## src/rtl/game_round_ctrl.sv

```systemverilog
// Two-player quiz round controller.
// Sequences questions from an external generator, arbitrates buzzer edges
// with a round-robin tie-break, judges answers, keeps saturating scores and
// ends the game on a winning score or after the last question.
//
// state | meaning
// ------+-----------------------------------------------------------------
// IDLE  | after reset; waits for start
// LOAD  | one cycle; q_load pulse asks the generator for question q_index
// WAIT  | question live; first buzzer edge wins, or the timeout expires
// JUDGE | one cycle; latched answer compared with q_ans, score updated
// SHOW  | verdict held for SHOW_CYC cycles
// DONE  | game finished; scores and winner held until the next start
module game_round_ctrl #(
    parameter int NUM_Q       = 8,
    parameter int WIN_SCORE   = 5,
    parameter int TIMEOUT_CYC = 1000,
    parameter int SHOW_CYC    = 100
) (
    input  logic       clk,
    input  logic       reset,
    input  logic       start,
    input  logic       p1_req,
    input  logic       p2_req,
    input  logic       p1_ans,
    input  logic       p2_ans,
    input  logic       q_ans,
    output logic [2:0] q_index,
    output logic       q_load,
    output logic       q_valid,
    output logic [3:0] score_p1,
    output logic [3:0] score_p2,
    output logic [1:0] buzzed,
    output logic       verdict,
    output logic       game_over,
    output logic [1:0] winner
);

    localparam int TMO_W  = $clog2(TIMEOUT_CYC);
    localparam int SHOW_W = $clog2(SHOW_CYC + 1);

    localparam logic [TMO_W-1:0]  TMO_LAST  = TMO_W'(TIMEOUT_CYC - 1);
    localparam logic [SHOW_W-1:0] SHOW_LOAD = SHOW_W'(SHOW_CYC - 1);
    localparam logic [2:0]        LAST_Q    = 3'(NUM_Q - 1);
    localparam logic [3:0]        WIN       = 4'(WIN_SCORE);

    localparam logic [1:0] SEL_NONE = 2'b00;
    localparam logic [1:0] SEL_P1   = 2'b01;
    localparam logic [1:0] SEL_P2   = 2'b10;

    typedef enum logic [2:0] {
        S_IDLE,
        S_LOAD,
        S_WAIT,
        S_JUDGE,
        S_SHOW,
        S_DONE
    } state_t;

    state_t             state;
    logic               p1_prev;
    logic               p2_prev;
    logic               p1_edge;
    logic               p2_edge;
    logic               pick_p1;
    logic               pick_p2;
    logic               tie;
    logic               prio_p2;
    logic               ans_lat;
    logic               judge_ok;
    logic               game_end;
    logic [1:0]         winner_next;
    logic [TMO_W-1:0]   tmo_cnt;
    logic [SHOW_W-1:0]  show_cnt;

    function automatic logic [3:0] sat_inc(input logic [3:0] s);
        return (s == 4'd15) ? s : s + 4'd1;
    endfunction

    assign p1_edge  = p1_req & ~p1_prev;
    assign p2_edge  = p2_req & ~p2_prev;
    assign judge_ok = (ans_lat == q_ans);
    assign game_end = (score_p1 >= WIN) || (score_p2 >= WIN) || (q_index == LAST_Q);

    // Buzzer history, registered every cycle regardless of state so that a
    // level held across rounds never looks like a fresh press.
    always_ff @(posedge clk) begin
        if (reset) begin
            p1_prev <= 1'b0;
            p2_prev <= 1'b0;
        end else begin
            p1_prev <= p1_req;
            p2_prev <= p2_req;
        end
    end

    // Buzzer arbitration: a lone edge wins outright, a tie goes to whoever
    // the round-robin bit currently favours.
    always_comb begin
        pick_p1 = 1'b0;
        pick_p2 = 1'b0;
        tie     = 1'b0;
        if (p1_edge && p2_edge) begin
            tie = 1'b1;
            if (prio_p2) begin
                pick_p2 = 1'b1;
            end else begin
                pick_p1 = 1'b1;
            end
        end else if (p1_edge) begin
            pick_p1 = 1'b1;
        end else if (p2_edge) begin
            pick_p2 = 1'b1;
        end
    end

    // Final-score comparison used when the game closes.
    always_comb begin
        winner_next = SEL_NONE;
        if (score_p1 > score_p2) begin
            winner_next = SEL_P1;
        end else if (score_p2 > score_p1) begin
            winner_next = SEL_P2;
        end
    end

    // Round sequencer with all outputs registered.
    always_ff @(posedge clk) begin
        if (reset) begin
            state     <= S_IDLE;
            q_index   <= 3'd0;
            q_load    <= 1'b0;
            q_valid   <= 1'b0;
            score_p1  <= 4'd0;
            score_p2  <= 4'd0;
            buzzed    <= SEL_NONE;
            verdict   <= 1'b0;
            game_over <= 1'b0;
            winner    <= SEL_NONE;
            tmo_cnt   <= '0;
            show_cnt  <= '0;
            ans_lat   <= 1'b0;
            prio_p2   <= 1'b0;
        end else begin
            q_load <= 1'b0;
            case (state)
                S_IDLE: begin
                    if (start) begin
                        state    <= S_LOAD;
                        q_load   <= 1'b1;
                        q_index  <= 3'd0;
                        score_p1 <= 4'd0;
                        score_p2 <= 4'd0;
                        buzzed   <= SEL_NONE;
                    end
                end

                S_LOAD: begin
                    state   <= S_WAIT;
                    q_valid <= 1'b1;
                    buzzed  <= SEL_NONE;
                    tmo_cnt <= '0;
                end

                S_WAIT: begin
                    // An edge in the expiry cycle still wins over the timeout.
                    if (pick_p1 || pick_p2) begin
                        state   <= S_JUDGE;
                        buzzed  <= pick_p1 ? SEL_P1 : SEL_P2;
                        ans_lat <= pick_p1 ? p1_ans : p2_ans;
                        if (tie) begin
                            prio_p2 <= ~prio_p2;
                        end
                    end else if (tmo_cnt == TMO_LAST) begin
                        state    <= S_SHOW;
                        q_valid  <= 1'b0;
                        buzzed   <= SEL_NONE;
                        verdict  <= 1'b0;
                        show_cnt <= SHOW_LOAD;
                    end else begin
                        tmo_cnt <= tmo_cnt + TMO_W'(1);
                    end
                end

                S_JUDGE: begin
                    state    <= S_SHOW;
                    q_valid  <= 1'b0;
                    verdict  <= judge_ok;
                    show_cnt <= SHOW_LOAD;
                    // A wrong answer hands the point to the opponent.
                    if ((buzzed == SEL_P1) == judge_ok) begin
                        score_p1 <= sat_inc(score_p1);
                    end else begin
                        score_p2 <= sat_inc(score_p2);
                    end
                end

                S_SHOW: begin
                    if (show_cnt == '0) begin
                        if (game_end) begin
                            state     <= S_DONE;
                            game_over <= 1'b1;
                            winner    <= winner_next;
                        end else begin
                            state   <= S_LOAD;
                            q_load  <= 1'b1;
                            q_index <= q_index + 3'd1;
                            buzzed  <= SEL_NONE;
                        end
                    end else begin
                        show_cnt <= show_cnt - SHOW_W'(1);
                    end
                end

                S_DONE: begin
                    if (start) begin
                        state     <= S_LOAD;
                        q_load    <= 1'b1;
                        q_index   <= 3'd0;
                        score_p1  <= 4'd0;
                        score_p2  <= 4'd0;
                        buzzed    <= SEL_NONE;
                        game_over <= 1'b0;
                        winner    <= SEL_NONE;
                    end
                end

                default: begin
                    state <= S_IDLE;
                end
            endcase
        end
    end

endmodule

```

## config.mk

```make
export PLATFORM = sky130hd
export DESIGN_NAME = game_round_ctrl
export DESIGN_NICKNAME = d
export VERILOG_FILES = /design/src/rtl/game_round_ctrl.sv
export SDC_FILE = /design/constraint.sdc
export NUM_CORES = 1
export LEC_CHECK = 0
export ABC_AREA = 1
export CAP_MARGIN = 20
export CORE_MARGIN = 2
export CORE_UTILIZATION = 35
export CTS_CLUSTER_DIAMETER = 100
export DETAILED_ROUTE_END_ITERATION = 8
export PLACE_DENSITY = 0.61
export REMOVE_ABC_BUFFERS = 1
export SYNTH_ARGS = -nofsm -noshare
export SYNTH_HDL_FRONTEND = slang
export SYNTH_SLANG_ARGS = --single-unit
```

## constraint.sdc

```tcl
create_clock -name clk -period 1.6 [get_ports clk]
set_input_delay 0.16 -clock clk [delete_from_list [all_inputs] [get_ports clk]]
set_output_delay 0.16 -clock clk [all_outputs]
set_load 0.005 [all_outputs]
```

==> flow_metrics.py, run 1 <==
metrics = {
    "synthesis": {
        "synth.most_common_cell": "nand2_1",
        "postSynthCellCount": 385,
        "synth_fa_ha_area_share_pct": 6.843,
        "synthXorXnorAreaFrac_pct": 3.763,
        "yosys.area_share.simple_pct": 37.29,
        "yosysSeqAreaShare_pct": 33.63,
        "yosys_most_used_dff": "dfxtp_1",
        "ys_ff_latch": 43,
        "syn_area_um2": 2560,
        "yosysWarnings": 0,
        "syn_area_per_cell_um2": 6.649,
        "synthDistinctLibCells": 27,
        "yosys-top-cells-area": "dfxtp_1, nand2_1, nor2_1, a21oi_1, ha_1",
        "yosysTopAreaCell": "dfxtp_1",
        "synth_compound_area_share_pct": 11.53,
        "synth-edff-count": 0,
        "synth_commonest_cells": "nand2_1, nor2_1, dfxtp_1",
        "synth_top_area_share_pct": 33.63,
        "async_flop_share_pct": 0,
        "synthMuxAreaShare_pct": 0,
        "synth_top_family_by_area": "simple AND/OR/NAND/NOR gates",
    },
    "critical_path": {
        "crit_chain": "inv_4, nand3_2, nor2_4, nand2_4, buf_4, buf_4, inv_1, nand2_1, a21oi_1",
        "crit_buf_inv": 4,
        "worstPathRequired_ps": 1830,
        "cp-start-kind": "register",
        "crit_path_frequent_cell": "buf_4",
        "cp_top_family": "simple AND/OR/NAND/NOR gates",
        "end_kind": "register",
        "critPathKind": "register to register",
        "max_stage_delay_ps": 380,
        "worstPathArrival_ps": 1730,
        "slowest_stage": "dfxtp_2",
        "cp_max_fo": 6,
    },
    "pwr": {
        "internal-power_mw": 2.754,
        "p_sw_share_pct": 43.39,
        "netSwitchingPower_mw": 2.110,
        "powerDensity_nw_per_um2": 1404,
        "vdd_drop_max_mv": 0.5020,
        "leakage_nw": 1.510,
        "pwr-share-comb_pct": 55.5,
        "seq_power_share_pct": 30.2,
        "total_power_mw": 4.864,
        "clkPwrFrac_pct": 14.4,
    },
    "sta": {
        "period_minus_slack_ps": 1499,
        "drv_slew": 0,
        "max_freq_mhz": 667.1,
        "rsz0062_at_grt": "yes",
        "slew_headroom_pct": 64.69,
        "max_slew.worst_pin.slew_ps": 529.6,
        "setup_viol": 0,
        "whs_ps": 403.5,
        "post-route-period-util_pct": 93.69,
        "skew_ps": 3.243,
        "finalHoldViolCount": 0,
    },
    "cells_and_area": {
        "regArea_um2": 873.3,
        "nets": 474,
        "multi_input_area_um2": 1673,
        "areaGrowthSynthToFinish_pct": 35.29,
        "fillers": 743,
        "drive_above_1_share_pct": 23.40,
        "final_area_um2": 3463,
        "fin_cells": 552,
        "diodes": 0,
    },
    "drt": {
        "firstDrtPassIters": 4,
        "routedWlPerCell_um": 11.63,
        "drt_first_iter_violations": 129,
        "wl_um": 6421,
        "vias_per_cell": 4.649,
        "drtAntennaViolNets": 0,
        "drcViolationCount": 0,
        "vias": 2566,
    },
    "global_route": {
        "grtUsageTotal_pct": 16.55,
        "grt_overflow": 0,
        "grt_pass1_wl_um": 10360,
        "antenna_found_initial": 0,
        "first_global_vias": 2248,
        "grt_max_degree": 31,
    },
    "clock_tree": {
        "cts_tree": "yes",
        "htreeDepth": 2,
        "cts-hold-fix-buffers": 0,
        "cts_num_sinks": 43,
        "cts_buffers": 5,
        "root_buffer": "clkbuf_8",
        "clockBufferDepth": 2,
        "clk_pin_slew_ps": 80,
        "clock_latency_ps": 300,
    },
    "floorplanning": {
        "die_area_um2": 8014,
        "rows": 31,
        "initial_core_util_pct": 35.68,
        "io_pins": 27,
        "die_h_um": 89.52,
        "core_area_um2": 7176,
        "fp.dieW_um": 89.52,
    },
    "run_status": {
        "outcome": "completed",
    },
    "placed_design": {
        "dp.cells": 539,
        "place.gp.congestion": 0.8241,
        "placed_cell_area_um2": 3176,
        "port-buffer-count": 26,
        "dp_hpwl_um": 4730,
    },
    "hold_path": {
        "hold_path.class": "input pin to register",
    },
    "job": {
        "drv_cap": 0,
    },
}
## routing by layer
metal  vias to the layer above  wire (µm)  GRT usage, %
met3                        10        139         3.047
li1                       1365          -             -
met2                        35       2845         25.12
met5                         -          0             0
met4                         0        114         5.020
met1                      1156       3321         23.75
## worst paths after layout
check | start | to | slack [ps] | cells past startpoint
worst min register to register | q_valid | q_valid | 450 | 2
worst max register to register | state[2] | tmo_cnt[1] | 100 | 9
worst max-delay path | state[2] | tmo_cnt[1] | 100 | 9
worst min-delay path | p1_req | p1_prev | 400 | 3
## layout make-up
class / count / area share [%]
Tap cell: 99 / 3.577
Sequential cell: 43 / 25.22
Multi-Input combinational cell: 295 / 48.30
Timing Repair Buffer: 64 / 15.75
Inverter: 43 / 4.805
Clock inverter: 1 / 0.1445
Clock buffer: 7 / 2.204
## metrics by stage
stage	setup TNS (ps)	setup WS, ps	util [%]
2_1_floorplan	0	96.74	-
3_3_place_gp	-2.385	-2.385	44.25
3_5_place_dp	-172.9	-38.46	44.25
4_1_cts	-34.31	-32.07	45.41
5_1_grt	-45.91	-21.73	48.27
6_report	0	101.0	48.27
## state kept, by name (all words and copies together), names as in the netlist, 2 cells and up
| register | flops |
|---|---|
| buzzed | 2 |
| show_cnt | 7 |
| tmo_cnt | 10 |
| q_index | 3 |
| score_p2 | 4 |
| winner | 2 |
| score_p1 | 4 |
| state | 3 |
## power by group through the flow
stage,Sequential (mW),Clock (mW),Combinational [mW]
floorplan,1.47,0,1.53
global placement,1.46,0,2.39
detailed placement,1.47,0,2.41
CTS,1.44,0.716,2.42
global route,1.50,0.768,3.03
finish,1.47,0.699,2.70
## repair_timing
item | 4_1_cts | 5_1_grt
setup buffers | 0 | 5
gates resized for setup | 1 | 55
setup endpoints to repair | 5 | 36
pin swaps | 0 | 15
## tightest hold or removal path: stages
cell,delay [ps]
clkdlybuf4s50_1,420
inv_1,60
nor2_1,30
## kinds of logic (layout without fill, tap and decap cells)
group	Yosys count	after routing
xor+xnor	11	11
simple gates	217	217
compound gates	53	53
fa+ha+maj	14	14
flops	43	43
buf+inv	47	115
## layout by cell type, fill, tap and decap left out
cell / instances
clkinv_2: 1
xor2_1: 8
inv_2: 5
nor3_1: 3
nand3_4: 1
a31oi_1: 1
nand2_1: 97
a21oi_1: 35
o21ai_4: 2
o21ai_2: 2
nand2_2: 10
nand3_1: 30
o21ai_1: 3
nand2_4: 8
nor2_4: 8
ha_4: 1
nand4_1: 3
xnor2_1: 3
nand3_2: 5
inv_1: 35
inv_4: 2
clkbuf_1: 2
nor2_1: 47
clkdlybuf4s50_1: 26
o21bai_1: 4
ha_1: 10
dfxtp_2: 10
o21ai_0: 3
ha_2: 3
dfxtp_1: 33
clkbuf_8: 5
buf_4: 38
clkinv_1: 1
o211ai_1: 3
nor2_2: 4
and3_2: 1
Power figures use the tool's default switching activity.
==> run 2, diff against run 1 <==
--- a/config.mk
+++ b/config.mk
@@ -11,6 +11,7 @@
 export CORE_UTILIZATION = 35
 export CTS_CLUSTER_DIAMETER = 100
 export DETAILED_ROUTE_END_ITERATION = 8
+export MAX_ROUTING_LAYER = met4
 export PLACE_DENSITY = 0.61
 export REMOVE_ABC_BUFFERS = 1
 export SYNTH_ARGS = -nofsm -noshare
==> flow_metrics.py, run 2 (synthesis results as in run 1) <==
metrics = {
    "global_route": {
        "grtUsageTotal_pct": 17.05,
        "grt_overflow": 0,
        "grt_max_degree": 31,
        "antenna_found_initial": 0,
        "first_global_vias": 2248,
        "grt_pass1_wl_um": 10360,
    },
    "drt": {
        "drtAntennaViolNets": 0,
        "drcViolationCount": 0,
        "firstDrtPassIters": 4,
        "drt_first_iter_violations": 120,
        "wl_um": 6433,
        "vias_per_cell": 4.659,
        "vias": 2572,
        "routedWlPerCell_um": 11.65,
    },
    "clock_tree": {
        "cts-hold-fix-buffers": 0,
        "htreeDepth": 2,
        "cts_tree": "yes",
        "root_buffer": "clkbuf_8",
        "cts_buffers": 5,
        "cts_num_sinks": 43,
        "clk_pin_slew_ps": 80,
        "clockBufferDepth": 2,
        "clock_latency_ps": 300,
    },
    "placed_design": {
        "port-buffer-count": 26,
        "dp_hpwl_um": 4730,
        "place.gp.congestion": 0.8365,
        "dp.cells": 539,
    },
    "cells_and_area": {
        "top_regs": "tmo_cnt x10, show_cnt x7",
        "final_cell_mix": "nand2_1, nor2_1, buf_4",
        "fin_cells": 552,
        "final_core_util_pct": 48.27,
        "largest_register_ff_count": 10,
        "nets": 474,
        "final_common_cell": "nand2_1",
        "areaGrowthSynthToFinish_pct": 35.29,
        "diodes": 0,
        "regMostFlops": "tmo_cnt",
        "fillers": 743,
        "drive_above_1_share_pct": 23.40,
    },
    "critical_path": {
        "critPathKind": "register to register",
        "cp_max_fo": 6,
        "worstPathRequired_ps": 1830,
        "end_kind": "register",
        "cp-start-kind": "register",
        "startpoint": "state[2]",
        "r2r_start": "state[2]",
        "worstPathArrival_ps": 1730,
    },
    "pwr": {
        "seq_power_share_pct": 30.1,
        "vdd_drop_max_mv": 0.5020,
        "netSwitchingPower_mw": 2.115,
        "p_sw_share_pct": 43.44,
        "internal-power_mw": 2.754,
        "leakage_nw": 1.510,
        "pwr-share-comb_pct": 55.5,
        "clkPwrFrac_pct": 14.4,
        "powerDensity_nw_per_um2": 1406,
        "total_power_mw": 4.868,
    },
    "floorplanning": {
        "core_area_um2": 7176,
        "fp.dieW_um": 89.52,
        "io_pins": 27,
        "die_h_um": 89.52,
        "rows": 31,
        "die_area_um2": 8014,
        "initial_core_util_pct": 35.68,
    },
    "sta": {
        "drv_slew": 0,
        "skew_ps": 3.557,
        "period_minus_slack_ps": 1497,
        "slew_headroom_pct": 64.77,
        "finalHoldViolCount": 0,
        "max_freq_mhz": 667.8,
        "fin_setup_tns_ps": 0,
        "rsz0062_at_grt": "yes",
        "setup_viol": 0,
        "post-route-period-util_pct": 93.59,
        "max_slew.worst_pin.slew_ps": 528.3,
    },
    "hold_path": {
        "hold_path.class": "input pin to register",
        "min_from": "p1_req",
    },
    "job": {
        "drv_cap": 0,
    },
    "run_status": {
        "outcome": "completed",
    },
}
-- run 2: cell counts in the layout (fill, tap and decap cells not counted) --
Identical to the previous run, type by type.
-- run 2: worst max-delay path, stage by stage (launching register included) --
cell	delay, ps
dfxtp_2	370
inv_4	110
nand3_2	180
nor2_4	190
nand2_4	70
buf_4	130
buf_4	120
inv_1	60
nand2_1	50
a21oi_1	120
-- run 2: final cells by class --
type | instances | area [µm²] | area share (%)
clock buffers | 7 | 76.32 | 2.204
well taps | 99 | 123.9 | 3.577
repair buffers | 64 | 545.5 | 15.75
clock inverters | 1 | 5.005 | 0.1445
inverters | 43 | 166.4 | 4.805
multi-input cells | 295 | 1673 | 48.30
flip-flops and latches | 43 | 873.3 | 25.22
-- run 2: what timing repair did --
| item | CTS | global route |
|---|---|---|
| endpoints found under the setup margin | 5 | 36 |
| gates resized for setup | 1 | 55 |
| buffers inserted | 0 | 5 |
| pin swaps | 0 | 15 |
-- run 2: per-layer routing --
metal	routed length (µm)	global-route usage, %
met3	147	3.047
met2	2869	25.12
met5	0	-
met1	3316	23.75
met4	99	5.020
-- run 2: power groups by stage --
| stage | clock network [mW] | registers [mW] | logic [mW] |
|---|---|---|---|
| global route | 0.768 | 1.50 | 3.03 |
| CTS | 0.716 | 1.44 | 2.42 |
| finish | 0.702 | 1.47 | 2.70 |
| global placement | 0 | 1.46 | 2.39 |
| detailed placement | 0 | 1.47 | 2.41 |
| floorplan | 0 | 1.47 | 1.53 |
-- run 2: final timing paths --
path,to,slack (ps),cells past startpoint
setup / recovery,tmo_cnt[1],100,9
hold / removal,p1_prev,400,3
setup reg to reg,tmo_cnt[1],100,9
hold reg to reg,q_valid,450,2
-- run 2: per-stage QoR --
stage          setup slack, ps  hold WS [ps]  instance area (µm²)
2_1_floorplan            96.74         229.1                 2544
3_3_place_gp            -2.385         451.7                 3176
3_5_place_dp            -38.46         440.3                 3176
4_1_cts                 -32.07         396.4                 3258
5_1_grt                 -21.73         426.8                 3463
6_report                 102.6         402.1                 3463
